### src/rtl/dt_pkg.sv
// Shared types and sizing for the pipelined decision-tree classifier.
// Node words, actions and the per-stage pipeline payload live here.
package dt_pkg;

   localparam int NUM_FEATURES    = 4;
   localparam int FEAT_W          = 8;
   localparam int MAX_DEPTH       = 4;
   localparam int NODES_PER_LEVEL = 8;
   localparam int TAG_W           = 4;
   localparam int LVL_W           = $clog2(MAX_DEPTH);
   localparam int IDX_W           = $clog2(NODES_PER_LEVEL);
   localparam int FSEL_W          = $clog2(NUM_FEATURES);
   localparam int DEPTH_W         = LVL_W + 1;
   localparam int FVEC_W          = NUM_FEATURES * FEAT_W;

   typedef enum logic [1:0] {
      ACT_NONE   = 2'b00,
      ACT_BUY    = 2'b01,
      ACT_SELL   = 2'b10,
      ACT_CANCEL = 2'b11
   } dt_action_e;

   typedef struct packed {
      logic              is_leaf;
      logic [FSEL_W-1:0] feat_sel;
      logic [FEAT_W-1:0] threshold;
      logic              less_than;
      logic [IDX_W-1:0]  left_idx;
      logic [IDX_W-1:0]  right_idx;
      dt_action_e        action;
   } dt_node_t;

   localparam int NODE_W = $bits(dt_node_t);

   typedef struct packed {
      logic               valid;
      logic               done;
      logic [IDX_W-1:0]   idx;
      dt_action_e         action;
      logic [DEPTH_W-1:0] depth;
      logic               err;
      logic [TAG_W-1:0]   tag;
      logic [FVEC_W-1:0]  features;
   } dt_stage_t;

   // Out-of-range selectors fall back to feature 0.
   function automatic logic [FEAT_W-1:0] select_feature(
      input logic [FVEC_W-1:0] features,
      input logic [FSEL_W-1:0] sel
   );
      logic [FEAT_W-1:0] feat;
      feat = features[FEAT_W-1:0];
      for (int f = 1; f < NUM_FEATURES; f++) begin
         if (sel == FSEL_W'(f)) begin
            feat = features[f*FEAT_W +: FEAT_W];
         end
      end
      return feat;
   endfunction

   function automatic logic split_cond(
      input logic [FEAT_W-1:0] feat,
      input logic [FEAT_W-1:0] thr,
      input logic              less_than
   );
      return less_than ? (feat < thr) : (feat > thr);
   endfunction

endpackage

### src/rtl/dt_level_stage.sv
// One tree level: a node bank, the compare/select for the carried index, and the
// pipeline register feeding the next level.
module dt_level_stage
   import dt_pkg::*;
#(
   parameter int LEVEL = 0
) (
   input  logic              clk,
   input  logic              rst_n,
   input  logic              stall,
   input  dt_stage_t         stage_in,
   output dt_stage_t         stage_q,
   input  logic              sw_we,
   input  logic [LVL_W-1:0]  sw_level,
   input  logic [IDX_W-1:0]  sw_addr,
   input  logic [NODE_W-1:0] sw_node
);

   logic [NODE_W-1:0] bank [NODES_PER_LEVEL];
   dt_node_t          node;
   logic [FEAT_W-1:0] feat;
   logic              cond;
   dt_stage_t         stage_d;

   // Bank has no reset; software must program every slot it expects to reach.
   always_ff @(posedge clk) begin
      if (sw_we && (sw_level == LVL_W'(LEVEL)) && (int'(sw_addr) < NODES_PER_LEVEL)) begin
         bank[sw_addr] <= sw_node;
      end
   end

   assign node = dt_node_t'(bank[stage_in.idx]);
   assign feat = select_feature(stage_in.features, node.feat_sel);
   assign cond = split_cond(feat, node.threshold, node.less_than);

   always_comb begin
      stage_d = stage_in;
      if (stage_in.valid && !stage_in.done) begin
         if (node.is_leaf) begin
            stage_d.done   = 1'b1;
            stage_d.action = node.action;
            stage_d.depth  = DEPTH_W'(LEVEL);
         end else if (LEVEL == MAX_DEPTH - 1) begin
            stage_d.done   = 1'b1;
            stage_d.action = node.action;
            stage_d.depth  = DEPTH_W'(LEVEL);
            stage_d.err    = 1'b1;
         end else begin
            stage_d.idx = cond ? node.left_idx : node.right_idx;
         end
      end
   end

   always_ff @(posedge clk or negedge rst_n) begin
      if (!rst_n) begin
         stage_q <= '0;
      end else if (!stall) begin
         stage_q <= stage_d;
      end
   end

endmodule

### src/rtl/decision_tree_pipe.sv
// Fully pipelined decision-tree classifier, one stage per tree level, global stall.
// Define DT_PERF_CNT_EN to build the completed-result and stall-cycle counters.
module decision_tree_pipe
   import dt_pkg::*;
(
   input  logic                clk,
   input  logic                rst_n,
   input  logic                in_valid,
   output logic                in_ready,
   input  logic [FVEC_W-1:0]   in_features,
   input  logic [TAG_W-1:0]    in_tag,
   output logic                out_valid,
   input  logic                out_ready,
   output logic [1:0]          out_action,
   output logic [TAG_W-1:0]    out_tag,
   output logic [DEPTH_W-1:0]  out_depth,
   output logic                out_err,
   output logic                busy,
   input  logic                sw_we,
   input  logic [LVL_W-1:0]    sw_level,
   input  logic [IDX_W-1:0]    sw_addr,
   input  logic [NODE_W-1:0]   sw_node,
   output logic [31:0]         perf_done_cnt,
   output logic [31:0]         perf_stall_cnt
);

   logic      stall;
   dt_stage_t head_req;
   dt_stage_t stage_in [MAX_DEPTH];
   dt_stage_t stage_q  [MAX_DEPTH];
   dt_stage_t last;
   logic      unused_last;

   assign stall    = out_valid && !out_ready;
   assign in_ready = !stall;

   always_comb begin
      head_req          = '0;
      head_req.valid    = in_valid;
      head_req.tag      = in_tag;
      head_req.features = in_features;
   end

   for (genvar g = 0; g < MAX_DEPTH; g++) begin : g_level
      if (g == 0) begin : g_head
         assign stage_in[g] = head_req;
      end else begin : g_chain
         assign stage_in[g] = stage_q[g-1];
      end

      dt_level_stage #(.LEVEL(g)) u_stage (
         .clk      (clk),
         .rst_n    (rst_n),
         .stall    (stall),
         .stage_in (stage_in[g]),
         .stage_q  (stage_q[g]),
         .sw_we    (sw_we),
         .sw_level (sw_level),
         .sw_addr  (sw_addr),
         .sw_node  (sw_node)
      );
   end

   assign last        = stage_q[MAX_DEPTH-1];
   assign unused_last = ^{last.done, last.idx, last.features};

   // Result fields only reload with a valid request so they stay put across bubbles.
   always_ff @(posedge clk or negedge rst_n) begin
      if (!rst_n) begin
         out_valid  <= 1'b0;
         out_action <= 2'b00;
         out_tag    <= '0;
         out_depth  <= '0;
         out_err    <= 1'b0;
      end else if (!stall) begin
         out_valid <= last.valid;
         if (last.valid) begin
            out_action <= last.action;
            out_tag    <= last.tag;
            out_depth  <= last.depth;
            out_err    <= last.err;
         end
      end
   end

   always_comb begin
      busy = out_valid;
      for (int i = 0; i < MAX_DEPTH; i++) begin
         busy = busy | stage_q[i].valid;
      end
   end

`ifdef DT_PERF_CNT_EN
   logic [31:0] done_cnt;
   logic [31:0] stall_cnt;

   always_ff @(posedge clk or negedge rst_n) begin
      if (!rst_n) begin
         done_cnt  <= '0;
         stall_cnt <= '0;
      end else begin
         if (out_valid && out_ready) begin
            done_cnt <= done_cnt + 32'd1;
         end
         if (stall) begin
            stall_cnt <= stall_cnt + 32'd1;
         end
      end
   end

   assign perf_done_cnt  = done_cnt;
   assign perf_stall_cnt = stall_cnt;
`else
   assign perf_done_cnt  = '0;
   assign perf_stall_cnt = '0;
`endif

endmodule

### config.mk
export PLATFORM = sky130hd
export DESIGN_NAME = decision_tree_pipe
export DESIGN_NICKNAME = d
export VERILOG_FILES = /design/src/rtl/dt_pkg.sv /design/src/rtl/dt_level_stage.sv /design/src/rtl/decision_tree_pipe.sv
export SDC_FILE = /design/constraint.sdc
export NUM_CORES = 1
export LEC_CHECK = 0
export CAP_MARGIN = 20
export CORE_MARGIN = 2
export CORE_UTILIZATION = 30
export CTS_CLUSTER_SIZE = 14
export DETAILED_ROUTE_END_ITERATION = 10
export GPL_TIMING_DRIVEN = 0
export HOLD_SLACK_MARGIN = 0.12
export PLACE_DENSITY = 0.48
export SKIP_CTS_REPAIR_TIMING = 1
export SLEW_MARGIN = 20
export SYNTH_ARGS = -nofsm -noshare
export SYNTH_HDL_FRONTEND = slang
export SYNTH_SLANG_ARGS = --single-unit
### constraint.sdc
create_clock -name clk -period 3.59 [get_ports clk]
set_clock_uncertainty 0.1 [all_clocks]
set_input_delay 1.077 -clock clk [delete_from_list [all_inputs] [get_ports clk]]
set_output_delay 1.077 -clock clk [all_outputs]
set_load 0.02 [all_outputs]
==> metrics.md <==
| Metric | Value |
|---|---|
| Status | `complete, no violations` |
| Full die area | `0.0695 mm^2` |
| Final layout net count | `around 1600` |
| Row count | `95` |
| I/O pin count | `between 100 and 150` |
| Longest Clk Path Bufs | `3` |
| Req. time, crit path | `3970 ps` |
| Tcrit/Tclk final | `99.1%` |
| Synth Register Bits | `484` |
| CTS root buf | `clkbuf_16` |
| CTS Buf Count | `53` |
| Final Slew Violations | `0` |
| Final GP Congestion | `0.811` |
| P per Cell Area | `716 mW/mm^2` |
| Finished Layout Cells | `between 2000 and 2500` |
| Total grt overflow | `0` |
| GRT Total Usage | `15.2%` |
| Area delta synth->final | `26.0%` |
| Number of global-route vias before repair | `around 12000` |
| Initial DRC Count | `910` |
| DRC Markers | `0` |
| Antenna violations before repair | `2` |
| Starting Density | `30.2%` |
| Synth area leader | `edfxtp_1` |
| Pin count of the biggest net entering global routing | `88` |
| Vias per inst | `4.73` |
| CP max FO | `6` |
| Layout cells sized above 1 | `26.5%` |
| Synth async-reset ratio | `between 20% and 30%` |
| CTS HTree Levels | `2` |
| DP Cell Count | `between 2000 and 2500` |
| Syn Inst Count | `1298` |
| Top post-synthesis cells by area | `edfxtp_1 (54%), dfrtp_1 (15%), mux4_2 (9.6%)` |
| Worst VDD drop | `0.466 mV` |
| DP HPWL | `35800 um` |
| Clock Sinks | `484` |
| Setup crit start kind | `flop` |
| DRT Pass-1 Iters | `5` |
| Flop2flop setup slack | `30 ps` |
| Post-synth top area share | `between 50% and 60%` |
| Leakage Power | `0.00935 uW` |
| EDFF count, synth | `roughly 360` |
| Final setup viols | `0` |
| Hold Violations, Final | `0` |
| Global-route wire length before repair | `77900 um` |
| Die Span Y | `~260 um` |
| Main synth FF type | `edfxtp_1` |
| Fin crit period | `3560 ps` |
| Synth warnings | `0` |
| Antenna Nets Post-Route | `0` |
| WL final | `53100 um` |
| Worst-path clk slew | `60 ps` |
| Core Region | `0.0669 mm^2` |
| Fin util | `38.1%` |
| Slew HR | `between 30 and 40%` |
| Synth unique cells | `49` |
| Worst slew pin tran | `1040 ps` |
| Top achievable clock speed | `approximately 280 MHz` |
| Clk Latency, worst-skew pair | `~610 ps` |
| Critical Path AT | `3940 ps` |
| CTS tree | `done` |
| Critical Path Sink Type | `flop` |
| Setup CP Type | `flop to flop` |
| Max cap viols | `0` |
| Via count | `roughly 12000` |
| Drt wl/cell | `approximately 22 um` |
| Worst hold path class | `input pin to async pin` |
| IO Port Bufs | `77` |
| Die X | `264 um` |
| Post-Syn Area | `0.0202 mm^2` |
| Synthesized area per cell | `between 15 and 20 um^2` |
| RSZ-0062 raised after global routing | `yes` |
| Sequential share of the synthesized area | `approximately 69%` |
-- final cells by class --
| cell class | count | area (um^2) |
|---|---|---|
| flip-flops and latches | 484 | 13900 |
| repair buffers | 118 | 1410 |
| plain buffers | 119 | 898 |
| multi-input cells | 747 | 6200 |
| clock inverters | 24 | 347 |
| clock buffers | 75 | 1550 |
| inverters | 9 | 36.3 |
| well taps | 873 | 1090 |
| fillers | 6227 | 41400 |
| diodes | 1 | 2.50 |
-- metrics by stage --
step                instance area [um^2]  power [uW]  setup TNS, ps  worst slack, ps  hold slack, ps
floorplan                          20500        9830              0             46.6             331
global placement                   22300       11400        -799390            -3810             342
detailed placement                 22900       11500         -14030            -1030             350
CTS                                24800       17400          -6380            -1040             230
global route                       25500       19100           -230            -70.2             257
finish                             25500       18200              0             31.1             253
-- logic make-up (layout without fill, tap and decap cells) --
family          after synthesis  count (layout)  synth area share (%)
buf+inv                     131             345                  4.01
mux                         165             165                  14.4
compound gates               97              97                  2.98
flops                       484             484                  68.9
other cells                   1              66                0.0185
simple gates                396             396                  8.24
fa+ha+maj                    24              24                  1.49
-- layout by cell type (no fill, tap or decap), types with 7 or more instances in the layout --
master	synthesis	routed
clkinv_2	0	9
clkbuf_8	0	10
edfxtp_1	364	364
conb_1	1	65
bufinv_16	0	9
clkbuf_16	0	57
ha_1	24	21
buf_4	72	87
o21ai_0	23	18
inv_1	8	8
clkbuf_1	25	29
buf_12	1	18
nand2_1	302	302
buf_2	14	7
o211ai_1	7	7
dfrtp_1	120	119
nor2_4	1	17
a211oi_2	0	7
buf_6	2	8
mux4_2	86	88
mux2i_4	0	8
nor2b_1	20	20
a21oi_2	0	15
a21oi_1	32	13
nor2_1	31	15
clkdlybuf4s50_1	0	74
a211oi_1	14	7
mux2i_1	46	38
mux2_2	20	20
-- power by group --
part           internal [uW]  switching [uW]  total, uW
clock                   3640            2240       5880
sequential              6600             418       7020
combinational           2420            2930       5350
total                  12700            5580      18200
-- final timing paths --
path / start / endpoint / cells after the start
setup / recovery: g_level[0].u_stage.stage_q[42]$_DFFE_PN0N_ / g_level[1].u_stage.stage_q[44]$_DFFE_PN0N_ / 14
hold reg to reg: g_level[0].u_stage.bank[0][0]$_DFFE_PP_ / g_level[0].u_stage.stage_q[40]$_DFFE_PN0N_ / 1
min in group clk: g_level[0].u_stage.bank[0][0]$_DFFE_PP_ / g_level[0].u_stage.stage_q[40]$_DFFE_PN0N_ / 1
setup reg to reg: g_level[0].u_stage.stage_q[42]$_DFFE_PN0N_ / g_level[1].u_stage.stage_q[44]$_DFFE_PN0N_ / 14
max in group asynchronous: rst_n / g_level[0].u_stage.stage_q[23]$_DFFE_PN0N_ / 2
hold / removal: rst_n / g_level[0].u_stage.stage_q[40]$_DFFE_PN0N_ / 1
-- cells in the mapped netlist, types with 3 or more instances --
cell / n
nor2b_1: 20
ha_1: 24
or3_1: 6
nand3b_1: 5
mux4_1: 8
nand3_1: 4
mux2i_2: 3
edfxtp_1: 364
a2bb2oi_1: 4
buf_4: 72
o211ai_1: 7
nor2_1: 31
inv_1: 8
a211oi_1: 14
mux4_2: 86
a21oi_1: 32
o21ai_0: 23
buf_2: 14
clkbuf_1: 25
mux2_2: 20
buf_1: 8
dfrtp_1: 120
nand2b_1: 4
and3_1: 5
nand2_1: 302
o31ai_1: 6
mux2i_1: 46
nand4_1: 6
-- routing by layer --
| layer | wire (um) | global-route usage (%) | part of all wire (%) | vias to the layer above |
|---|---|---|---|---|
| met5 | 11 | 0 | 0.021 | - |
| met4 | 1020 | 4.32 | 1.9 | 2 |
| met3 | 2670 | 2.24 | 5.0 | 68 |
| met2 | 25200 | 24.4 | 47 | 326 |
| met1 | 24200 | 21.6 | 46 | 5991 |
| li1 | - | - | - | 5197 |
-- state kept, by name (all words and copies together), names as in the netlist --
signal	flops
out_tag	4
out_action	2
g_level.u_stage.stage_q	110
out_err	1
out_depth	2
out_valid	1
g_level.u_stage.bank	364
-- critical path: stages (launching register included) --
cell	delay [ps]
dfrtp_1	340
buf_6	150
mux4_2	550
mux2i_4	180
buf_12	160
buf_12	140
mux2i_4	220
a21oi_2	90
ha_1	300
nor2b_1	140
o211ai_1	190
a21oi_2	110
or3_4	380
a21o_1	180
a31o_2	220
No activity file was read; power rests on OpenSTA's default activity.
==> RTL change (config.mk and constraints unchanged) <==
Change the package constant `MAX_DEPTH` from 4 to 8.
--- a/src/rtl/dt_pkg.sv
+++ b/src/rtl/dt_pkg.sv
@@ -5,5 +5,5 @@
    localparam int NUM_FEATURES    = 4;
    localparam int FEAT_W          = 8;
-   localparam int MAX_DEPTH       = 4;
+   localparam int MAX_DEPTH       = 8;
    localparam int NODES_PER_LEVEL = 8;
    localparam int TAG_W           = 4;
Interface: changed (resized out_depth and sw_level); port bits go from 143 to 145. No check against the original RTL was run, so the function may have changed too.
==> RTL change against the unedited design <==
The flow now finishes with violations (setup timing); sequential share of layout area grew 2.6 points; sequential cell count is 825 higher; non-clock buffer count rose by 207; highest routed layer unchanged; synthesized area increased to 2.6 times the old value; total power increased to 2.8 times the old value; worst setup slack lost 0.20 ns; via count rose to 2.6 times the old value; routed wire length increased to 2.8 times the old value; design area rose to 2.6 times the old value.
==> RTL change: results (changes against the unedited design) <==
[place]
io_buffers=79  ; +2.6%
place_inst=5903  ; +150%
hpwl_um=101000  ; +180%
gp_congestion=0.816  ; +0.53%
place_area_sq_mm=0.0591  ; +160%

[hold_path]
hold_class=register to register

[clock_tree]
insertion_delay_ns=0.79  ; +0.18 ns
htree_levels=4  ; +2
numCtsBuffers=142  ; +170%

[global_route]
grt_antenna_before_repair=10  ; +8
track_usage=0.165  ; +0.0126
grt_pass1_wl_um=216000  ; +180%
grt_max_degree=95  ; +8.0%

[yosys]
ys_types=51  ; +4.1%
synth_area_per_cell_sq_um=15.9  ; +1.8%
ys.warnings.count=0  ; unchanged
synth_commonest_cells=edfxtp_1, nand2_1, dfrtp_1, mux4_2, mux2i_1
synthArstFlopShare=0.233  ; -0.0149
synth_edf_count=1004  ; +180%
ys_top_cells_by_area=edfxtp_1, dfrtp_1, mux4_2
seq_area_frac_synth=0.710  ; +0.0207

[detailed_routing]
first_iter_violations=2376  ; +160%
detail_route.vias_per_cell=4.81  ; +1.8%
vias=30000  ; +160%
avgRoutedWirePerCell_um=24.2  ; +12%
drt-pass1-iter-count=6  ; +1

[power]
power_sequential_uw=19400  ; +180%
vdd.ir_drop.worst_mv=0.525  ; +13%
powerDensity_mw_per_mm2=777  ; +8.5%
swShare=0.341  ; +0.0354
clkPwrFrac=0.276  ; -0.046

[timing]
tightestPinTransition_ns=1.23  ; +0.184 ns
setup_tns_ns=-0.764  ; -0.764 ns
setup_violations=10  ; +10
final.setup.worst_slack_ns=-0.173  ; -0.204 ns

[setup_path]
critPathTopFamily=compound AO/OA/AOI/OAI gates
crit_type=register to register
r2r-end=g_level[4].u_stage.stage_q[45]
ff2ff_path_depth=14  ; unchanged
critPathArrivalTime_ns=4.32  ; +0.38 ns
crit_start=g_level[3].u_stage.stage_q[43]

[finish]
nNetsFinal=3906  ; +140%
drive_gt1_frac=0.265  ; +0.000361
reg_top3=g_level.u_stage.bank: 1004 flops, g_level.u_stage.stage_q: 294 flops, out_tag: 4 flops

[status]
status=complete, but fails checks
violations=setup timing

[RTL change: cell types whose count changed in the layout (fill, tap and decap cells not counted), moves of 37 or more]
cell,before,now
edfxtp_1,364,1004
nand2_1,302,828
dfrtp_1,119,298
mux4_2,88,254
clkbuf_16,57,150
clkbuf_1,29,106
mux2i_1,38,110
buf_4,87,140
nor2b_1,20,57
[RTL change: through the flow]
stage	utilization	worst slack [ns]	hold slack (ns)
after floorplan	-	0.00173	0.331
after global placement	0.324	-13.18	0.347
after detailed placement	0.335	-2.00	0.355
after CTS	0.360	-2.03	0.0748
after global routing	0.374	-0.261	0.389
final	0.374	-0.173	0.362
[RTL change: layout make-up]
type / instances / area, sq um / area share
Antenna cell: 4 / 10.0 / 0.000152
Buffer: 223 / 1660 / 0.0252
Clock buffer: 195 / 3970 / 0.0602
Clock inverter: 61 / 492 / 0.00746
Inverter: 11 / 46.3 / 0.000703
Multi-Input combinational cell: 1875 / 15900 / 0.241
Sequential cell: 1309 / 37800 / 0.574
Tap cell: 2340 / 2930 / 0.0444
Timing Repair Buffer: 221 / 3100 / 0.0470
[RTL change: how the worst min path moves through the flow]
stage,start,to,slack (ns),cells after the start
after global routing,g_level[4].u_stage.stage_q[32],g_level[5].u_stage.stage_q[32],0.39,2
after CTS,rst_n,g_level[5].u_stage.stage_q[0],0.07,1
after global placement,g_level[5].u_stage.stage_q[25],g_level[5].u_stage.stage_q[25],0.35,2
after floorplan,g_level[5].u_stage.stage_q[25],g_level[5].u_stage.stage_q[25],0.33,2
final,g_level[5].u_stage.stage_q[16],g_level[5].u_stage.stage_q[16],0.36,2
after detailed placement,g_level[3].u_stage.stage_q[38],g_level[3].u_stage.stage_q[38],0.36,2
[RTL change: cells by family (layout without fill, tap and decap cells)]
group                    count (synthesis)  count (layout)  synth area share
other                                    1              69         0.0000705
flip-flops                            1309            1309             0.710
AO/OA/AOI/OAI                          251             251            0.0293
multiplexers                           435             435             0.142
AND/OR/NAND/NOR                       1068            1068            0.0820
adder cells (fa/ha/maj)                 56              56            0.0132
buffers and inverters                  237             711            0.0232
[RTL change: metal layers]
metal	GRT usage	vias up	part of all wire	wire length, um
met3	0.0274	223	0.043	6500
met4	0.0441	4	0.025	3800
met5	0	-	0.00014	21
li1	-	13300	-	-
met1	0.227	15800	0.45	67500
met2	0.271	684	0.48	73000
[RTL change: worst register-to-register path: stages, from the launching register on]
cell and delay [ns]:
dfrtp_1 0.34, buf_6 0.13, mux4_2 0.55, mux2i_4 0.20, buf_12 0.17, buf_12 0.15
mux2i_4 0.22, a21oi_2 0.10, ha_1 0.32, nor2b_1 0.13, o211ai_1 0.21, a21oi_2 0.12
a31o_4 0.29, or3_4 0.36, a31o_4 0.27
